===== src/rtl/tc_pl_cap_gain_arb.sv =====
// Gain-write arbiter: shares the single gain-set channel between PS and AGC
// requesters, sequences one gset_en/cmpt handshake per grant, tracks the live code.
module tc_pl_cap_gain_arb #(
  parameter int CAP0_13   = 6,
  parameter int TMO_CYC   = 65535,
  parameter bit SKIP_SAME = 1'b1
) (
  input  logic               clk,
  input  logic               rst,
  input  logic               ps_req,
  input  logic [CAP0_13-1:0] ps_gain,
  output logic               ps_ack,
  input  logic               agc_req,
  input  logic [CAP0_13-1:0] agc_gain,
  output logic               agc_ack,
  output logic               gset_en,
  output logic [CAP0_13-1:0] gset_lmh,
  input  logic               gset_lmh_cmpt,
  output logic [CAP0_13-1:0] cur_gain,
  output logic               cur_valid,
  output logic               busy,
  output logic               tmo_err,
  input  logic               err_clr
);

  localparam int CW = (TMO_CYC > 1) ? $clog2(TMO_CYC) : 1;

  typedef enum logic [1:0] {S_IDLE, S_ISSUE, S_WAIT, S_DONE} state_e;

  state_e             state_q, state_d;
  logic               gnt_agc_q, gnt_agc_d;   // owner of the current/last grant
  logic [CAP0_13-1:0] gset_lmh_q, gset_lmh_d;
  logic [CAP0_13-1:0] cur_gain_q, cur_gain_d;
  logic               cur_valid_q, cur_valid_d;
  logic               tmo_err_q, tmo_err_d;
  logic [CW-1:0]      cnt_q, cnt_d;
  logic               tmo_set;
  logic               pick_agc;
  logic [CAP0_13-1:0] pick_code;

  always_ff @(posedge clk) begin
    if (rst) begin
      state_q     <= S_IDLE;
      gnt_agc_q   <= 1'b1;
      gset_lmh_q  <= '0;
      cur_gain_q  <= '0;
      cur_valid_q <= 1'b0;
      tmo_err_q   <= 1'b0;
      cnt_q       <= '0;
    end else begin
      state_q     <= state_d;
      gnt_agc_q   <= gnt_agc_d;
      gset_lmh_q  <= gset_lmh_d;
      cur_gain_q  <= cur_gain_d;
      cur_valid_q <= cur_valid_d;
      tmo_err_q   <= tmo_err_d;
      cnt_q       <= cnt_d;
    end
  end

  always_comb begin
    state_d     = state_q;
    gnt_agc_d   = gnt_agc_q;
    gset_lmh_d  = gset_lmh_q;
    cur_gain_d  = cur_gain_q;
    cur_valid_d = cur_valid_q;
    cnt_d       = cnt_q;
    tmo_set     = 1'b0;
    // On contention the side that did not win last time gets the channel.
    pick_agc    = agc_req && (!ps_req || !gnt_agc_q);
    pick_code   = pick_agc ? agc_gain : ps_gain;
    unique case (state_q)
      S_IDLE: begin
        if (ps_req || agc_req) begin
          gnt_agc_d  = pick_agc;
          gset_lmh_d = pick_code;
          if (SKIP_SAME && cur_valid_q && (pick_code == cur_gain_q)) state_d = S_DONE;
          else                                                       state_d = S_ISSUE;
        end
      end
      S_ISSUE: begin
        cnt_d   = '0;
        state_d = S_WAIT;
      end
      S_WAIT: begin
        if (gset_lmh_cmpt) begin
          cur_gain_d  = gset_lmh_q;
          cur_valid_d = 1'b1;
          state_d     = S_DONE;
        end else if (cnt_q == CW'(TMO_CYC - 1)) begin
          tmo_set     = 1'b1;
          cur_valid_d = 1'b0;
          state_d     = S_DONE;
        end else begin
          cnt_d = cnt_q + 1'b1;
        end
      end
      S_DONE: state_d = S_IDLE;
      default: state_d = S_IDLE;
    endcase
    // A timeout in the same cycle as err_clr keeps the flag set.
    tmo_err_d = tmo_set ? 1'b1 : (err_clr ? 1'b0 : tmo_err_q);
  end

  assign gset_en   = (state_q == S_ISSUE);
  assign busy      = (state_q != S_IDLE);
  assign ps_ack    = (state_q == S_DONE) && !gnt_agc_q;
  assign agc_ack   = (state_q == S_DONE) &&  gnt_agc_q;
  assign gset_lmh  = gset_lmh_q;
  assign cur_gain  = cur_gain_q;
  assign cur_valid = cur_valid_q;
  assign tmo_err   = tmo_err_q;

endmodule

===== config.mk =====
export PLATFORM = sky130hd
export DESIGN_NAME = tc_pl_cap_gain_arb
export DESIGN_NICKNAME = d
export VERILOG_FILES = /design/src/rtl/tc_pl_cap_gain_arb.sv
export SDC_FILE = /design/constraint.sdc
export NUM_CORES = 1
export LEC_CHECK = 0
export ABC_AREA = 1
export CAP_MARGIN = 20
export CORE_UTILIZATION = 30
export DETAILED_ROUTE_END_ITERATION = 8
export GPL_TIMING_DRIVEN = 0
export PLACE_DENSITY = 0.47
export SLEW_MARGIN = 20
export SYNTH_ARGS = -nofsm -noshare
export SYNTH_HDL_FRONTEND = slang
export SYNTH_SLANG_ARGS = --single-unit

===== constraint.sdc =====
create_clock -name clk -period 2.15 [get_ports clk]
set_input_delay 0.3225 -clock clk [delete_from_list [all_inputs] [get_ports clk]]
set_output_delay 0.3225 -clock clk [all_outputs]
set_load 0.005 [all_outputs]

==> results of run 1 <==
cell type report:
type                       count  area, um2
fill                         724       3800
inverter                      40        150
clock buffer                   7       96.3
clock inverter                 1       5.00
multi-input combinational    217       1090
tap                           77       96.3
sequential                    33        661
buffer                        10       60.1
timing repair buffer          35        350
stage by stage:
| stage | setup WS, ps | instance area [um2] | std cells | util, % | hold slack [ps] |
|---|---|---|---|---|---|
| 4_1_cts | 182 | 2510 | 420 | 39.8 | 494 |
| 3_3_place_gp | 198 | 2410 | 412 | 38.1 | 476 |
| 5_1_grt | 94.7 | 2510 | 420 | 39.8 | 528 |
| 6_report | 199 | 2510 | 420 | 39.8 | 487 |
| 3_5_place_dp | 195 | 2410 | 412 | 38.1 | 485 |
| 2_1_floorplan | 559 | 1960 | 300 | - | 392 |
synth_stat cells, drive strengths merged:
library cell / number / area (um2)
o21ai: 19 / 95.1
xnor2: 1 / 8.76
ha: 6 / 75.1
a21oi: 20 / 100
nor3b: 2 / 15.0
inv: 40 / 150
nand3: 31 / 155
a31oi: 5 / 31.3
o22ai: 1 / 6.26
o211ai: 1 / 7.51
clkbuf: 3 / 11.3
nor2: 46 / 210
dfxtp: 33 / 661
xor2: 4 / 35.0
nor3: 2 / 10.0
nand2: 73 / 302
nand4: 4 / 25.0
buf: 7 / 48.8
a21boi: 1 / 7.51
nand3b: 1 / 7.51
power by group:
part / internal [mW] / switching (mW) / leakage, nW
Combinational: 0.324 / 0.423 / 0.685
Clock: 0.290 / 0.241 / 0.0542
Sequential: 0.680 / 0.0553 / 0.268
cells by family (layout without fill, tap and decap cells):
| logic type | count (synthesis) | count (layout) | synth area share [%] |
|---|---|---|---|
| and+or+nand+nor | 159 | 159 | 36.9 |
| DFF | 33 | 33 | 33.7 |
| AOI/OAI and AO/OA | 47 | 47 | 12.6 |
| xor gates and xnor gates | 5 | 5 | 2.23 |
| buffers and inverters | 50 | 93 | 10.7 |
| adders and majority gates | 6 | 6 | 3.83 |
worst register-to-register path, cell delays in order, from the launching register on:
cell	delay, ps
dfxtp_1	360
inv_1	90
ha_1	190
buf_4	180
nand2_1	130
inv_1	100
nor2_4	140
nand2_4	110
inv_2	70
buf_6	140
nand3_1	70
a21boi_0	170
registers in the layout, indices dropped and copies added, names as in the netlist:
register and flops:
cnt_q 16, cur_gain 6, cur_valid 1, gnt_agc_q 1, gset_lmh 6, state_q 2, tmo_err 1
per-layer routing:
layer	up-vias	global-route usage (%)
met5	-	0
met4	0	3.29
met3	4	3.98
met2	40	27.3
met1	860	18.4
li1	1042	-
worst min-delay path by stage:
stage | cells after the start | slack [ps] | end
floorplan | 1 | 390 | cnt_q[0]
global placement | 2 | 480 | cur_valid
detailed placement | 2 | 480 | cur_valid
CTS | 2 | 490 | cur_valid
global route | 2 | 530 | cur_valid
finish | 2 | 490 | cur_valid
==> qor.yml, run 1 <==
crit_required_ps: 1830
antenna_cells: 0
clock.fmax_mhz: 513
vdd.ir_drop.worst_mv: 0.371
critPathCaptureType: "primary output"
clock_latency_ps: 280
cpPeakStageDelay_ps: 510
relSlewSlack_pct: 63.1
p_total_mw: 2.01
hold_viol: 0
crit_cells: 4
wl_um: 5090
grt_pass1_wl_um: 8670
dr.max_layer_used: "met4"
dieArea_um2: 6870
gp_congestion: 0.804
core_area_um2: 6310
io_buffers: 35
layout.nets: 366
die_height_um: 82.9
routedWlPerCell_um: 12.1
dr.pass1.iters: 4
worst_slew_pin_slew_ps: 554
ioPinCount: 36
drc_errors: 0
cp_slowest_cell: "clkdlybuf4s50_1"
cts.clk_slew.worst_paths_ps: 70
regToRegEndpoint: "cnt_q[3]"
drt_iter0_drc: 68
setup_viol: 0
initial_core_util_pct: 31.1
rows: 29
cp_cell_sequence: "inv_1 -> ha_1 -> inv_1 -> clkdlybuf4s50_1"
crit_family: "buffers and inverters"
drt-met1-wl_um: 2350
cts_resized: 0
min_from: "cur_valid"
slew_violations: 0
final_common_cell: "nand2_1"
leakagePower_nw: 1.01
post_cts_buffers: 0
cts_root_buffer: "clkbuf_8"
cp-start-kind: "register"
yosysSeqAreaShare_pct: 33.7
syn_to_final_growth_pct: 27.9
synth-seq-cells: 33
r2r_cells: 11
syn_inst: 300
path_common_cell: "inv_1"
crit_path_end: "busy"
finalCriticalPeriod_ps: 1950
min_period_over_period_pct: 90.7
r2r-start: "state_q[0]"
final_cell_mix: "nand2_1 (66), nor2_1 (41), inv_1 (39)"
crit_type: "register to primary output"
syn_area_um2: 1960
yosysWarnings: 0
clock-sinks: 33
ant_nets: 0
hold_path.class: "register to register"
grt_setup_unrepaired: "false"
numCtsBuffers: 5
crit_path_start: "state_q[0]"
cp_num_buf_inv: 3
cp_max_fo: 5
vias_per_cell: 4.63
dpl.hpwl_um: 3920
fin_skew_ps: 3.89
ys_types: 27
drive_above_1_share_pct: 7.87
grt_pass1_vias: 1876
overflow: 0
met3_length_um: 239
power_density_nw_per_um2: 802
htree_levels: 2
die_x_um: 82.9
grt_use_total_pct: 15.3
cts.path.max_buffers: 2
antenna_found_initial: 0
cp_data_arrival_time_ps: 1630
grt_max_degree: 11
cts-hold-fix-buffers: 0
synth_area_per_cell_um2: 6.54
tns_ps: 0
synthesis.nets: 324
maxCapViolCount: 0
via_count: 1946
wl_met2_um: 2450
r2r_slack_ps: 310
cts_tree: "yes"
status: "finished, final reports clean"
No activity file was read; power rests on OpenSTA's default activity.
==> inputs of run 2 (changes only) <==
Settings changed: CTS_CLUSTER_SIZE set to 28.
==> results of run 2 <==
Same layout as run 1: the final DEF is identical, and so are final timing and power.
